## config.mk

```make
export PLATFORM = sky130hd
export DESIGN_NAME = load_store_unit
export DESIGN_NICKNAME = d
export VERILOG_FILES = /design/src/rtl/load_store_unit.sv
export SDC_FILE = /design/constraint.sdc
export NUM_CORES = 1
export LEC_CHECK = 0
export CAP_MARGIN = 20
export CORE_AREA = 2 2 109 132
export CTS_CLUSTER_DIAMETER = 40
export CTS_CLUSTER_SIZE = 10
export DETAILED_ROUTE_END_ITERATION = 10
export DIE_AREA = 0 0 111 134
export GPL_ROUTABILITY_DRIVEN = 1
export PLACE_DENSITY = 0.8
export SYNTH_ARGS = -nofsm -noshare
export SYNTH_HDL_FRONTEND = slang
export SYNTH_SLANG_ARGS = --single-unit
export TNS_END_PERCENT = 10
```

## constraint.sdc

```tcl
create_clock -name clk -period 2.5 [get_ports clk]
set_input_delay 0.25 -clock clk [delete_from_list [all_inputs] [get_ports clk]]
set_output_delay 0.25 -clock clk [all_outputs]
set_load 0.02 [all_outputs]
```

## src/rtl/load_store_unit.sv

```systemverilog
// Single-outstanding load/store unit: aligns core accesses onto a DW-wide memory bus,
// extends load results, and flags misaligned or timed-out accesses.
module load_store_unit #(
  parameter int DW  = 32,
  parameter int AW  = 32,
  parameter int TMO = 15
) (
  input  logic            clk,
  input  logic            reset,
  input  logic            req_valid,
  output logic            req_ready,
  input  logic            req_store,
  input  logic [1:0]      req_size,
  input  logic            req_signed,
  input  logic [AW-1:0]   req_addr,
  input  logic [DW-1:0]   req_wdata,
  input  logic [3:0]      req_rd,
  output logic            mem_req,
  output logic            mem_we,
  output logic [AW-1:0]   mem_addr,
  output logic [DW-1:0]   mem_wdata,
  output logic [DW/8-1:0] mem_be,
  input  logic            mem_ack,
  input  logic [DW-1:0]   mem_rdata,
  output logic            rsp_valid,
  output logic [DW-1:0]   rsp_data,
  output logic [3:0]      rsp_rd,
  output logic            rsp_err
);

  localparam int LB = DW / 8;
  localparam int OW = $clog2(LB);
  localparam logic [7:0] TMO_M1 = 8'(TMO - 1);

  typedef enum logic [1:0] {IDLE, ACCESS, RESP} state_t;

  state_t          state_reg, state_next;
  logic            ready_en_reg;
  logic            store_reg;
  logic [1:0]      size_reg;
  logic            signed_reg;
  logic [AW-1:0]   addr_reg;
  logic [DW-1:0]   wdata_reg;
  logic [3:0]      rd_reg;
  logic            err_reg;
  logic [DW-1:0]   rdata_reg;
  logic [7:0]      cnt_reg;

  logic            accept;
  logic            misaligned;
  logic [OW-1:0]   lane;
  logic [OW+2:0]   shamt;
  logic [DW-1:0]   size_mask;
  logic [7:0]      be_base;
  logic [DW-1:0]   shifted;
  logic            sign_bit;
  logic [DW-1:0]   load_result;

  assign accept = req_valid && req_ready;

  always_comb begin
    misaligned = 1'b0;
    case (req_size)
      2'b00:   misaligned = 1'b0;
      2'b01:   misaligned = req_addr[0];
      2'b10:   misaligned = |req_addr[1:0];
      default: misaligned = (DW == 32) || (|req_addr[2:0]);
    endcase
  end

  always_comb begin
    state_next = state_reg;
    case (state_reg)
      IDLE:    if (accept) state_next = misaligned ? RESP : ACCESS;
      ACCESS:  if (mem_ack || cnt_reg == TMO_M1) state_next = RESP;
      RESP:    state_next = IDLE;
      default: state_next = IDLE;
    endcase
  end

  always_ff @(posedge clk or negedge reset) begin
    if (!reset) state_reg <= IDLE;
    else        state_reg <= state_next;
  end

  // ready_en_reg holds off req_ready until the first edge after reset release
  always_ff @(posedge clk or negedge reset) begin
    if (!reset) begin
      ready_en_reg <= 1'b0;
      store_reg    <= 1'b0;
      size_reg     <= 2'b00;
      signed_reg   <= 1'b0;
      addr_reg     <= '0;
      wdata_reg    <= '0;
      rd_reg       <= 4'd0;
      err_reg      <= 1'b0;
      rdata_reg    <= '0;
      cnt_reg      <= 8'd0;
    end else begin
      ready_en_reg <= 1'b1;
      case (state_reg)
        IDLE: begin
          if (accept) begin
            store_reg  <= req_store;
            size_reg   <= req_size;
            signed_reg <= req_signed;
            addr_reg   <= req_addr;
            wdata_reg  <= req_wdata;
            rd_reg     <= req_rd;
            err_reg    <= misaligned;
            rdata_reg  <= '0;
            cnt_reg    <= 8'd0;
          end
        end
        ACCESS: begin
          cnt_reg <= cnt_reg + 8'd1;
          if (mem_ack)                   rdata_reg <= store_reg ? '0 : load_result;
          else if (cnt_reg == TMO_M1)    err_reg   <= 1'b1;
        end
        default: ;
      endcase
    end
  end

  assign lane  = addr_reg[OW-1:0];
  assign shamt = {lane, 3'b000};

  always_comb begin
    size_mask = '1;
    be_base   = 8'hFF;
    sign_bit  = 1'b0;
    shifted   = mem_rdata >> shamt;
    case (size_reg)
      2'b00:   begin size_mask = DW'(8'hFF);         be_base = 8'h01; sign_bit = shifted[7];    end
      2'b01:   begin size_mask = DW'(16'hFFFF);      be_base = 8'h03; sign_bit = shifted[15];   end
      2'b10:   begin size_mask = DW'(32'hFFFF_FFFF); be_base = 8'h0F; sign_bit = shifted[31];   end
      default: begin size_mask = '1;                 be_base = 8'hFF; sign_bit = shifted[DW-1]; end
    endcase
    // full-width sizes have an all-ones mask, so the fill term vanishes for them
    load_result = (shifted & size_mask) | ((signed_reg && sign_bit) ? ~size_mask : '0);
  end

  assign req_ready = ready_en_reg && (state_reg == IDLE);
  assign mem_req   = (state_reg == ACCESS);
  assign mem_we    = mem_req && store_reg;
  assign mem_addr  = mem_req ? {addr_reg[AW-1:OW], {OW{1'b0}}} : '0;
  assign mem_be    = mem_req ? (be_base[LB-1:0] << lane) : '0;
  assign mem_wdata = mem_req ? ((wdata_reg & size_mask) << shamt) : '0;

  assign rsp_valid = (state_reg == RESP);
  assign rsp_err   = rsp_valid && err_reg;
  assign rsp_rd    = rsp_valid ? rd_reg : 4'd0;
  assign rsp_data  = (rsp_valid && !err_reg) ? rdata_reg : '0;

endmodule

```

==> qor.csv <==
stage,metric,value,unit
run_status,status,"complete, no violations",
global_route,antenna_found_initial,0,
finish,n_fill_cell,1079,
hold_path,min_path_cells,3,
place,io_buffers,214,
floorplanning,core,13600,um2
global_route,first_pass_grt_wire_length,30500,um
power_and_ir_drop,power.ir.vdd_worst,426,uV
finish,syn_to_final_growth,51.9,%
floorplanning,die_h,134,um
timing,layout_min_cycle_time,2.42,ns
yosys,synth_compound_area_share,13.0,%
floorplanning,num_io_pins,217,
yosys,yosys-mux-area-fraction,4.97,%
timing,max_slew.worst_pin.slew,0.651,ns
worst_setup_path,critPathCaptureType,output port,
yosys,asyncSetResetFlopFracSynth,100,%
finish,share_of_final_layout_standard_cells_stronger_than_drive_strength_1,9.32,%
yosys,synth_enable_flop_cells,0,
worst_setup_path,cp.required,2.25,ns
drt,wire_per_inst,17.0,um
drt,detailedRoute.firstPassIterationCount,6,
yosys,synth.yosys.seq_area_share,47.2,%
place,dp_cells,1082,
cts,numCtsBuffers,17,
worst_setup_path,critPathLaunchType,flip-flop,
yosys,synth.distinct_cells,49,
hold_path,worst_hold_path_class,in2reg,
finish,diodes,0,
worst_setup_path,worstSetupPathType,reg2out,
timing,finalSetupViolations,0,
finish,layout.cells.non_filler,1115,
cts,tritoncts,done,
hold_path,holdPathEnd,addr_reg[13],
timing,report.final.slew_viol_count,0,
finish,mostFrequentLayoutCell,nand2_1,
drt,drc,0,
timing,timing.final.crit_share,96.7,%
yosys,syn_inst,720,
yosys,synth_top_family_by_area,simple AND/OR/NAND/NOR gates,
power_and_ir_drop,power.leakage,0.00547,uW
place,gp_congestion,0.870,
yosys,yosys.area_share.adder,0.407,%
worst_setup_path,reg2regPathDepth,6,
timing,grt_setup_unrepaired,yes,
hold_path,min-delay-start,req_addr[13],
timing,totalNegativeSetupSlack,0,ns
worst_setup_path,reg2reg_to,rdata_reg[29],
job,maxCapViolCount,0,
global_route,grt_pass1_vias,5900,
place,dpl-instance-area,8560,um2
cts,clock_tree.root_cell,clkbuf_16,
floorplanning,initial_standard_cell_utilization_of_the_core,45.2,%
power_and_ir_drop,fin_total_pwr,6780,uW
cts,cts-root-to-sink-buffers,2,
yosys,synth_simple_gate_area_share,30.1,%
cts,clock-sinks,116,
cts,clkSlewWorstSetupHoldPaths,0.06,ns
worst_setup_path,timing.rr.start,addr_reg[0],
floorplanning,placement_rows,47,
place,post-dp-hpwl,13300,um
worst_setup_path,minimum_setup_slack_among_reg_to_reg_paths,0.34,ns
global_route,grt-ovfl-total,0,
floorplanning,dieArea,14900,um2
global_route,grt_max_degree,74,
yosys,synth_flop_cell,dfrtp_1,
yosys,ys_seq_elements,116,
worst_setup_path,worst_ep_arrival_time,2.17,ns
timing,finalHoldViolations,0,
yosys,synth_warnings,0,
timing,worst_clock_skew,0.00922,ns
drt,drt-vias-per-instance,5.35,
drt,vias,5966,
cts,cts_htree_levels,4,
drt,detail-route-antenna-nets,0,
power_and_ir_drop,cellPowerDensity,726,nW/um2
cts,worst_skew_late_latency,0.41,ns
finish,finish.instance_area,9340,um2
floorplanning,die_width,111,um
worst_setup_path,path_max_fanout,27,
drt,detailedRoute.firstIterationViolations,338,
finish,finish.net_count,1041,
timing,slew-limit-headroom,56.4,%
yosys,post_synth_xor_area_fraction,0.143,%
yosys,syn-cell-area,6150,um2
finish,layout.cells.most_common_list,"nand2_1 (243), clkdlybuf4s50_1 (126), dfrtp_1 (112)",
timing,maxClockFrequency,413,MHz
yosys,syn_avg_cell_area,8.54,um2
global_route,global_route.usage.total,25.5,%
drt,drt_wl_total,19000,um
critical path, stage by stage, from the launching register on:
cell and delay [ns]:
dfrtp_4 0.60, buf_12 0.21, nor3b_1 0.20, a21oi_1 0.09
a211oi_1 0.26, dlygate4sd2_1 0.38
what timing repair did:
| action | in CTS | in global routing |
|---|---|---|
| hold endpoints to repair | 43 | 0 |
| setup buffers | 0 | 0 |
| endpoints found under the setup margin | 97 | 83 |
| resized for setup | 29 | 71 |
| hold buffers | 1 | 0 |
per-layer routing:
layer / vias to the layer above / routed length (um) / GRT usage, %
li1: 2818 / - / -
met1: 2834 / 7510 / 31.3
met2: 266 / 9520 / 43.1
met3: 48 / 1330 / 6.24
met4: 0 / 643 / 10.7
met5: - / 0 / 0
metrics by stage:
stage | hold slack [ns] | worst slack (ns) | utilization (%)
5_1_grt | 0.364 | -0.00868 | 68.7
2_1_floorplan | -0.0456 | 0.380 | -
4_1_cts | 0.351 | 0.00500 | 67.5
3_5_place_dp | 0.298 | 0.209 | 63.0
6_report | 0.359 | 0.0813 | 68.7
3_3_place_gp | 0.301 | 0.00173 | 62.9
how the worst max path moves through the flow:
stage / from / to / slack [ns]
6_report: addr_reg[0] / mem_wdata[25] / 0.08
5_1_grt: state_reg[1] / mem_be[0] / -0.009
4_1_cts: addr_reg[0] / mem_wdata[9] / 0.005
3_5_place_dp: size_reg[0] / mem_wdata[30] / 0.21
3_3_place_gp: size_reg[0] / mem_wdata[24] / 0.002
2_1_floorplan: state_reg[1] / mem_wdata[24] / 0.38
synthesized netlist by cell type, drive strengths merged (2+ instances only):
master	instances	area share, %
mux2i	17	2.8
o21ai	28	2.3
nand2	243	15
nor3	2	0.16
dfrtp	116	47
conb	2	0.12
ha	2	0.41
mux2	10	1.8
a211oi	16	2.0
clkbuf	39	2.4
and2	87	8.9
a22o	8	1.1
a221o	16	2.6
a32oi	9	1.3
inv	3	0.18
nor2b	14	1.4
nand2b	3	0.31
a21oi	29	2.4
or2	2	0.20
buf	15	1.4
nand3	3	0.24
nor2	27	1.6
nor3b	10	1.4
logic make-up after synthesis:
logic type,after synthesis
compound gates,116
xor+xnor,1
fa+ha+maj,2
buf+inv,57
flops,116
mux,28
other cells,2
simple gates,398
power by group:
| part | switching, uW | internal [uW] |
|---|---|---|
| Sequential | 325 | 2250 |
| Combinational | 942 | 815 |
| Clock | 919 | 1530 |
layout make-up:
class	count	area [um2]	share of cell area (%)
well taps	171	214	2.29
multi-input cells	548	3030	32.4
flip-flops and latches	116	2910	31.2
repair buffers	245	2570	27.6
clock inverters	13	149	1.59
inverters	3	11.3	0.121
clock buffers	19	453	4.85
No activity file was read; power rests on OpenSTA's default activity.
